File: config.mk
export PLATFORM = sky130hd
export DESIGN_NAME = bram_arbiter
export DESIGN_NICKNAME = d
export VERILOG_FILES = /design/src/rtl/bram_arbiter.sv
export SDC_FILE = /design/constraint.sdc
export NUM_CORES = 1
export LEC_CHECK = 0
export CORE_MARGIN = 2
export CORE_UTILIZATION = 35
export CTS_CLUSTER_DIAMETER = 100
export CTS_CLUSTER_SIZE = 25
export DETAILED_ROUTE_END_ITERATION = 8
export HOLD_SLACK_MARGIN = 0.02
export PLACE_DENSITY = 0.82
export SYNTH_ARGS = -nofsm -noshare
export SYNTH_HDL_FRONTEND = slang
export SYNTH_SLANG_ARGS = --single-unit
File: constraint.sdc
create_clock -name clk -period 2 [get_ports clk]
set_input_delay 0.3 -clock clk [delete_from_list [all_inputs] [get_ports clk]]
set_output_delay 0.3 -clock clk [all_outputs]
set_load 0.02 [all_outputs]
File: src/rtl/bram_arbiter.sv
// Two-port round-robin arbiter with locked bursts in front of a single-port BRAM; grant and RAM drive are
// combinational, read data returns one cycle after accept. Losers are held off via req_ready; responses have no backpressure.
module bram_arbiter #(
    parameter int ADDRESSWIDTH = 10,
    parameter int BITWIDTH     = 32,
    parameter int MAX_BURST    = 4
) (
    input  logic                    clk,
    input  logic                    resetn,

    input  logic                    req_valid_0,
    output logic                    req_ready_0,
    input  logic                    req_we_0,
    input  logic                    req_lock_0,
    input  logic [ADDRESSWIDTH-1:0] req_addr_0,
    input  logic [BITWIDTH-1:0]     req_wdata_0,

    input  logic                    req_valid_1,
    output logic                    req_ready_1,
    input  logic                    req_we_1,
    input  logic                    req_lock_1,
    input  logic [ADDRESSWIDTH-1:0] req_addr_1,
    input  logic [BITWIDTH-1:0]     req_wdata_1,

    output logic                    rsp_valid_0,
    output logic [BITWIDTH-1:0]     rsp_rdata_0,
    output logic                    rsp_valid_1,
    output logic [BITWIDTH-1:0]     rsp_rdata_1,

    output logic [ADDRESSWIDTH-1:0] ram_a,
    output logic                    ram_we,
    output logic [BITWIDTH-1:0]     ram_din,
    input  logic [BITWIDTH-1:0]     ram_dout
);

    localparam int CW = $clog2(MAX_BURST + 1);

    typedef enum logic [1:0] {
        IDLE = 2'd0,
        GNT0 = 2'd1,
        GNT1 = 2'd2
    } state_t;

    state_t                  state, state_nxt;
    logic                    rr_last, rr_last_nxt;
    logic [CW-1:0]           beat_cnt, beat_cnt_nxt, beats;

    logic                    gnt_vld;
    logic                    gnt_port;
    logic                    gnt_we;
    logic                    gnt_lock;
    logic                    same_grant;
    logic [ADDRESSWIDTH-1:0] gnt_addr;
    logic [BITWIDTH-1:0]     gnt_wdata;

    logic                    rsp_pend_0, rsp_pend_1;
    logic [BITWIDTH-1:0]     rdata_hold_0, rdata_hold_1;

    // A held grant wins outright; otherwise arbitrate in the same cycle so a dropped lock costs no bubble.
    always_comb begin
        gnt_vld  = 1'b0;
        gnt_port = 1'b0;
        if (!resetn) begin
            gnt_vld = 1'b0;
        end else if (state == GNT0 && req_valid_0) begin
            gnt_vld  = 1'b1;
            gnt_port = 1'b0;
        end else if (state == GNT1 && req_valid_1) begin
            gnt_vld  = 1'b1;
            gnt_port = 1'b1;
        end else if (req_valid_0 && req_valid_1) begin
            gnt_vld  = 1'b1;
            gnt_port = ~rr_last;
        end else if (req_valid_0) begin
            gnt_vld  = 1'b1;
            gnt_port = 1'b0;
        end else if (req_valid_1) begin
            gnt_vld  = 1'b1;
            gnt_port = 1'b1;
        end
    end

    assign gnt_we    = gnt_port ? req_we_1    : req_we_0;
    assign gnt_lock  = gnt_port ? req_lock_1  : req_lock_0;
    assign gnt_addr  = gnt_port ? req_addr_1  : req_addr_0;
    assign gnt_wdata = gnt_port ? req_wdata_1 : req_wdata_0;

    assign req_ready_0 = gnt_vld & ~gnt_port;
    assign req_ready_1 = gnt_vld &  gnt_port;

    assign ram_a   = gnt_vld ? gnt_addr  : req_addr_0;
    assign ram_din = gnt_vld ? gnt_wdata : '0;
    assign ram_we  = gnt_vld & gnt_we;

    assign same_grant = (state == GNT0 && !gnt_port) || (state == GNT1 && gnt_port);

    always_comb begin
        state_nxt    = IDLE;
        beat_cnt_nxt = '0;
        rr_last_nxt  = rr_last;
        beats        = '0;
        if (gnt_vld) begin
            rr_last_nxt = gnt_port;
            beats       = same_grant ? beat_cnt + CW'(1) : CW'(1);
            // The MAX_BURST-th beat always releases the grant, even if still locked.
            if (gnt_lock && beats < CW'(MAX_BURST)) begin
                state_nxt    = gnt_port ? GNT1 : GNT0;
                beat_cnt_nxt = beats;
            end
        end
    end

    always_ff @(posedge clk or negedge resetn) begin
        if (!resetn) begin
            state    <= IDLE;
            rr_last  <= 1'b1;
            beat_cnt <= '0;
        end else begin
            state    <= state_nxt;
            rr_last  <= rr_last_nxt;
            beat_cnt <= beat_cnt_nxt;
        end
    end

    always_ff @(posedge clk or negedge resetn) begin
        if (!resetn) begin
            rsp_pend_0   <= 1'b0;
            rsp_pend_1   <= 1'b0;
            rdata_hold_0 <= '0;
            rdata_hold_1 <= '0;
        end else begin
            rsp_pend_0 <= gnt_vld & ~gnt_port & ~gnt_we;
            rsp_pend_1 <= gnt_vld &  gnt_port & ~gnt_we;
            if (rsp_pend_0) begin
                rdata_hold_0 <= ram_dout;
            end
            if (rsp_pend_1) begin
                rdata_hold_1 <= ram_dout;
            end
        end
    end

    // Read data comes straight from the BRAM output in the response cycle, then is held.
    assign rsp_valid_0 = rsp_pend_0;
    assign rsp_valid_1 = rsp_pend_1;
    assign rsp_rdata_0 = rsp_pend_0 ? ram_dout : rdata_hold_0;
    assign rsp_rdata_1 = rsp_pend_1 ? ram_dout : rdata_hold_1;

endmodule

== Word-level counts from Yosys, hierarchy flattened ==
Index checks and enable logic that the tools add are counted.
Operators by class
  add/sub/neg operators: 1
  $lt $le $gt $ge: 1
  eq/ne operators: 2
  mux-type cells: 25
  bitwise operators: 8
  reduce and logical (&&, ||, !) cells: 8
Operators by type and width (count)
  $mux W32: 4
  $mux W10: 2
  $mux W1: 13
  $mux W3: 3
  $logic_and A1 B1 Y1: 6
  $mux W2: 3
  $and A1 B1 Y1: 5
  $add A3 B1 Y3 const B: 1
  $lt A3 B3 Y1 const B: 1
  $not A1 Y1: 3
  $eq A2 B1 Y1 const B: 1
  $eq A2 B2 Y1 const B: 1
  $logic_not A1 Y1: 1
  $logic_or A1 B1 Y1: 1
Word-level totals
  bits in registers: 72
  input port bits: 124
  output and inout port bits: 111
  logic and storage cells: 52

== Depth between registers and ports, before layout ==
  depth after elaboration: 14
  depth in mapped cells: 6
  gate-level depth less buffers: 4

== Least setup slack after synthesis ==
Ideal clock, no wire load.
  path type: register -> output
  start point: reg rr_last
  end point: out ram_din[25]
  arrival: 1.544 ns
  required time: 1.700 ns
  path slack: 0.156 ns
  cell stages (with the launch flop): 6
  buffers on the path: 2
  path through: dfstp_2 > a21boi_1 > o311a_1 > buf_6 > buf_6 > a22o_1
On the way
  longest elaborated chain between the ends: 7
Ends and longest elaborated chain
  start, declared: line 45  | logic rr_last, rr_last_nxt;
  start signal, assigned: line 120  | rr_last <= rr_last_nxt;
  $not A1 Y1: line 73  | gnt_port = ~rr_last;
  $mux W1: line 71  | end else if (req_valid_0 && req_valid_1) begin
  $mux W1: line 68  | end else if (state == GNT1 && req_valid_1) begin
  $mux W1: line 65  | end else if (state == GNT0 && req_valid_0) begin
  $mux W1: line 63  | if (!resetn) begin
  $mux W32: line 86  | assign gnt_wdata = gnt_port ? req_wdata_1 : req_wdata_0;
  $mux W32: line 92  | assign ram_din = gnt_vld ? gnt_wdata : '0;
  end, declared: line 32  | output logic [BITWIDTH-1:0] ram_din,
No other way between the ends.

== Worst setup path in the final report ==
  start point: reg rr_last
  end point: out ram_din[6]
Same word-level chain as after synthesis.

==> results.sh <==
export IMPL_boundaryPins=235
export IMPL_synth_area_per_cell_um2=14.4
export IMPL_viasPerCell=4.95
export IMPL_critPathLaunchType="flip-flop"
export IMPL_tightest_slew_ps=783
export IMPL_worst_setup_path_end_kind="output pin"
export IMPL_cts_clk_slew_worst_paths_ps=70
export IMPL_final_common_cell="clkdlybuf4s50_1"
export IMPL_dieArea_um2=9970
export IMPL_drive_above_1_share_pct=47.8
export IMPL_fin_cells=600
export IMPL_drt_iter0_markers=48
export IMPL_report_final_slew_viol_count=0
export IMPL_async_flop_share_pct=100
export IMPL_fp_dieW_um=99.9
export IMPL_fin_area_um2=6090
export IMPL_relSlewSlack_pct=47.8
export IMPL_coreArea_um2=8810
export IMPL_drv_cap=0
export IMPL_wl_mm=11.9
export IMPL_p_per_area_nw_per_um2=834
export IMPL_synth_top_family_by_area="multiplexers"
export IMPL_worstPathArrival_ps=2030
export IMPL_cts_sinks=72
export IMPL_status="complete, but fails checks"
export IMPL_gp_congestion=0.833
export IMPL_required_ps=1700
export IMPL_dp_hpwl_mm=8.10
export IMPL_cts_max_path_buffers=2
export IMPL_vdd_drop_max_mv=0.603
export IMPL_firstDrtPassIters=4
export IMPL_placedCellCount=566
export IMPL_ant_nets=0
export IMPL_synth_edf_count=0
export IMPL_drc=0
export IMPL_skew_ps=3.10
export IMPL_layout_common_cells="clkdlybuf4s50_1 (123), mux2_2 (74), dfrtp_1 (69), clkbuf_2 (54), buf_6 (35)"
export IMPL_vias=2969
export IMPL_rows=34
export IMPL_leakagePower_nw=2.76
export IMPL_reg2reg_depth=8
export IMPL_hold_viol_final=0
export IMPL_yosysWarnings=0
export IMPL_violations="negative setup slack"
export IMPL_fmax_ghz=0.429
export IMPL_clock_latency_ps=330
export IMPL_num_antenna_cells=0
export IMPL_synthDistinctLibCells=28
export IMPL_die_h_um=99.9
export IMPL_portBuffers=234
export IMPL_synthSimpleGateAreaFrac_pct=2.53
export IMPL_tritoncts="yes"
export IMPL_cts_root_buf="clkbuf_8"
export IMPL_grt_pass1_vias=3192
export IMPL_final_period_utilization_pct=116
export IMPL_timing_hold_ws_ps=262
export IMPL_final_period_minus_worst_setup_slack_ps=2330
export IMPL_cts_made_buffers=9
export IMPL_nFillCells=648
export IMPL_syn_area_um2=3220
export IMPL_seq_area_frac_synth_pct=56.1
export IMPL_synth_adder_area_share_pct=0.389
export IMPL_synth_compound_area_share_pct=10.6
export IMPL_layout_setup_ws_ps=-330
export IMPL_layout_nets=613
export IMPL_area_growth_pct=89.4
export IMPL_grtUsageTotal_pct=22.5
export IMPL_finalSetupViolations=46
export IMPL_synth_xor_area_share_pct=0.272
export IMPL_grt_overflow=0
export IMPL_grt_antenna_before_repair=0
export IMPL_final_util_pct=69.2
export IMPL_regToRegStartpoint="rr_last"
export IMPL_grt_pass1_wl_mm=17.0
export IMPL_hp_class="in2async"
export IMPL_grt_max_degree=66
export IMPL_initial_utilization_pct=36.5
export IMPL_critPathKind="reg2out"
export IMPL_synthMuxAreaShare_pct=26.5
export IMPL_routedWlPerCell_um=19.8
export IMPL_rsz0062_at_grt="true"
export IMPL_ys_ff_latch=72
export IMPL_htreeDepth=3
export IMPL_synth_ff_type="dfrtp_1"
export IMPL_syn_nets=349
export IMPL_p_total_w=0.00508
export IMPL_synth_cells=224
export IMPL_reg2reg_slack_ps=-20
export IMPL_r2r_end="beat_cnt[1]"
export IMPL_critPathMaxFanout=11
export IMPL_place_area_um2=5760
[repair_timing]
action                     4_1_cts  5_1_grt
resized for setup              267      188
gates cloned                     5        6
buffers inserted                 1        6
pin swaps                        1       26
hold endpoints to repair         8        0
hold buffers                     1        0
setup endpoints to repair      109       82
[state kept, by name, indices dropped and copies added, names as in the netlist]
register,count
beat_cnt,3
rr_last,1
rdata_hold_1,32
state,2
rdata_hold_0,32
rsp_valid_1,1
rsp_valid_0,1
[how the worst max path moves through the flow]
stage | from | end | slack (ps)
floorplan | rr_last | ram_din[25] | 160
global placement | req_valid_0 | ram_a[2] | -560
detailed placement | req_valid_0 | ram_a[2] | -640
CTS | rr_last | ram_din[2] | -350
global route | rr_last | ram_din[14] | -390
finish | rr_last | ram_din[6] | -330
[routing by layer]
| layer | wire, µm | vias up | track usage (%) |
|---|---|---|---|
| met1 | 4540 | 1485 | 26.7 |
| li1 | - | 1355 | - |
| met2 | 6480 | 121 | 39.6 |
| met5 | 0 | - | 0 |
| met4 | 110 | 0 | 6.01 |
| met3 | 760 | 8 | 7.24 |
[per-stage QoR]
stage / worst slack, ps / TNS (ps)
3_3_place_gp: -559 / -23490
6_report: -330 / -12300
4_1_cts: -348 / -13600
5_1_grt: -394 / -15230
2_1_floorplan: 156 / 0
3_5_place_dp: -637 / -25240
[power breakdown]
group / switching, W / total [W] / internal, W / leakage, nW
Clock: 0.000487 / 0.00108 / 0.000597 / 0.0989
Sequential: 0.0000900 / 0.00189 / 0.00180 / 0.861
Combinational: 0.00110 / 0.00211 / 0.00101 / 1.81
Total: 0.00168 / 0.00508 / 0.00340 / 2.76
[Yosys cell counts (2+ instances only)]
master	count	area share, %
clkbuf_1	2	0.23
nand2_1	2	0.23
o21ai_0	3	0.47
mux2i_1	2	0.62
buf_6	4	1.4
mux2_2	74	26
a22o_1	32	8.7
and3_1	2	0.39
and3b_1	2	0.54
dfrtp_1	71	55
nor2_1	2	0.23
a21o_1	2	0.47
buf_2	11	1.7
[cells by family (layout without fill, tap and decap cells)]
group | after synthesis | after routing
other | 1 | 1
flip-flops | 72 | 72
XOR/XNOR | 1 | 1
AND/OR/NAND/NOR | 14 | 14
multiplexers | 76 | 76
buffers and inverters | 18 | 286
adder cells (fa/ha/maj) | 1 | 1
AO/OA/AOI/OAI | 41 | 41
[worst max-delay path: stages (launching register included)]
cell       delay (ps)
dfstp_2           560
a21boi_2           70
o311a_4           400
buf_12            150
clkbuf_16         160
a22o_1            240
buf_6             130
[cell type report]
cell class / instances / area (µm²) / share of cell area [%]
Clock buffer: 11 / 141 / 2.32
Clock inverter: 4 / 45.0 / 0.740
Inverter: 1 / 3.75 / 0.0616
Multi-Input combinational cell: 134 / 1340 / 22.0
Sequential cell: 72 / 1810 / 29.6
Tap cell: 108 / 135 / 2.22
Timing Repair Buffer: 270 / 2620 / 43.0
Power figures use the tool's default switching activity.
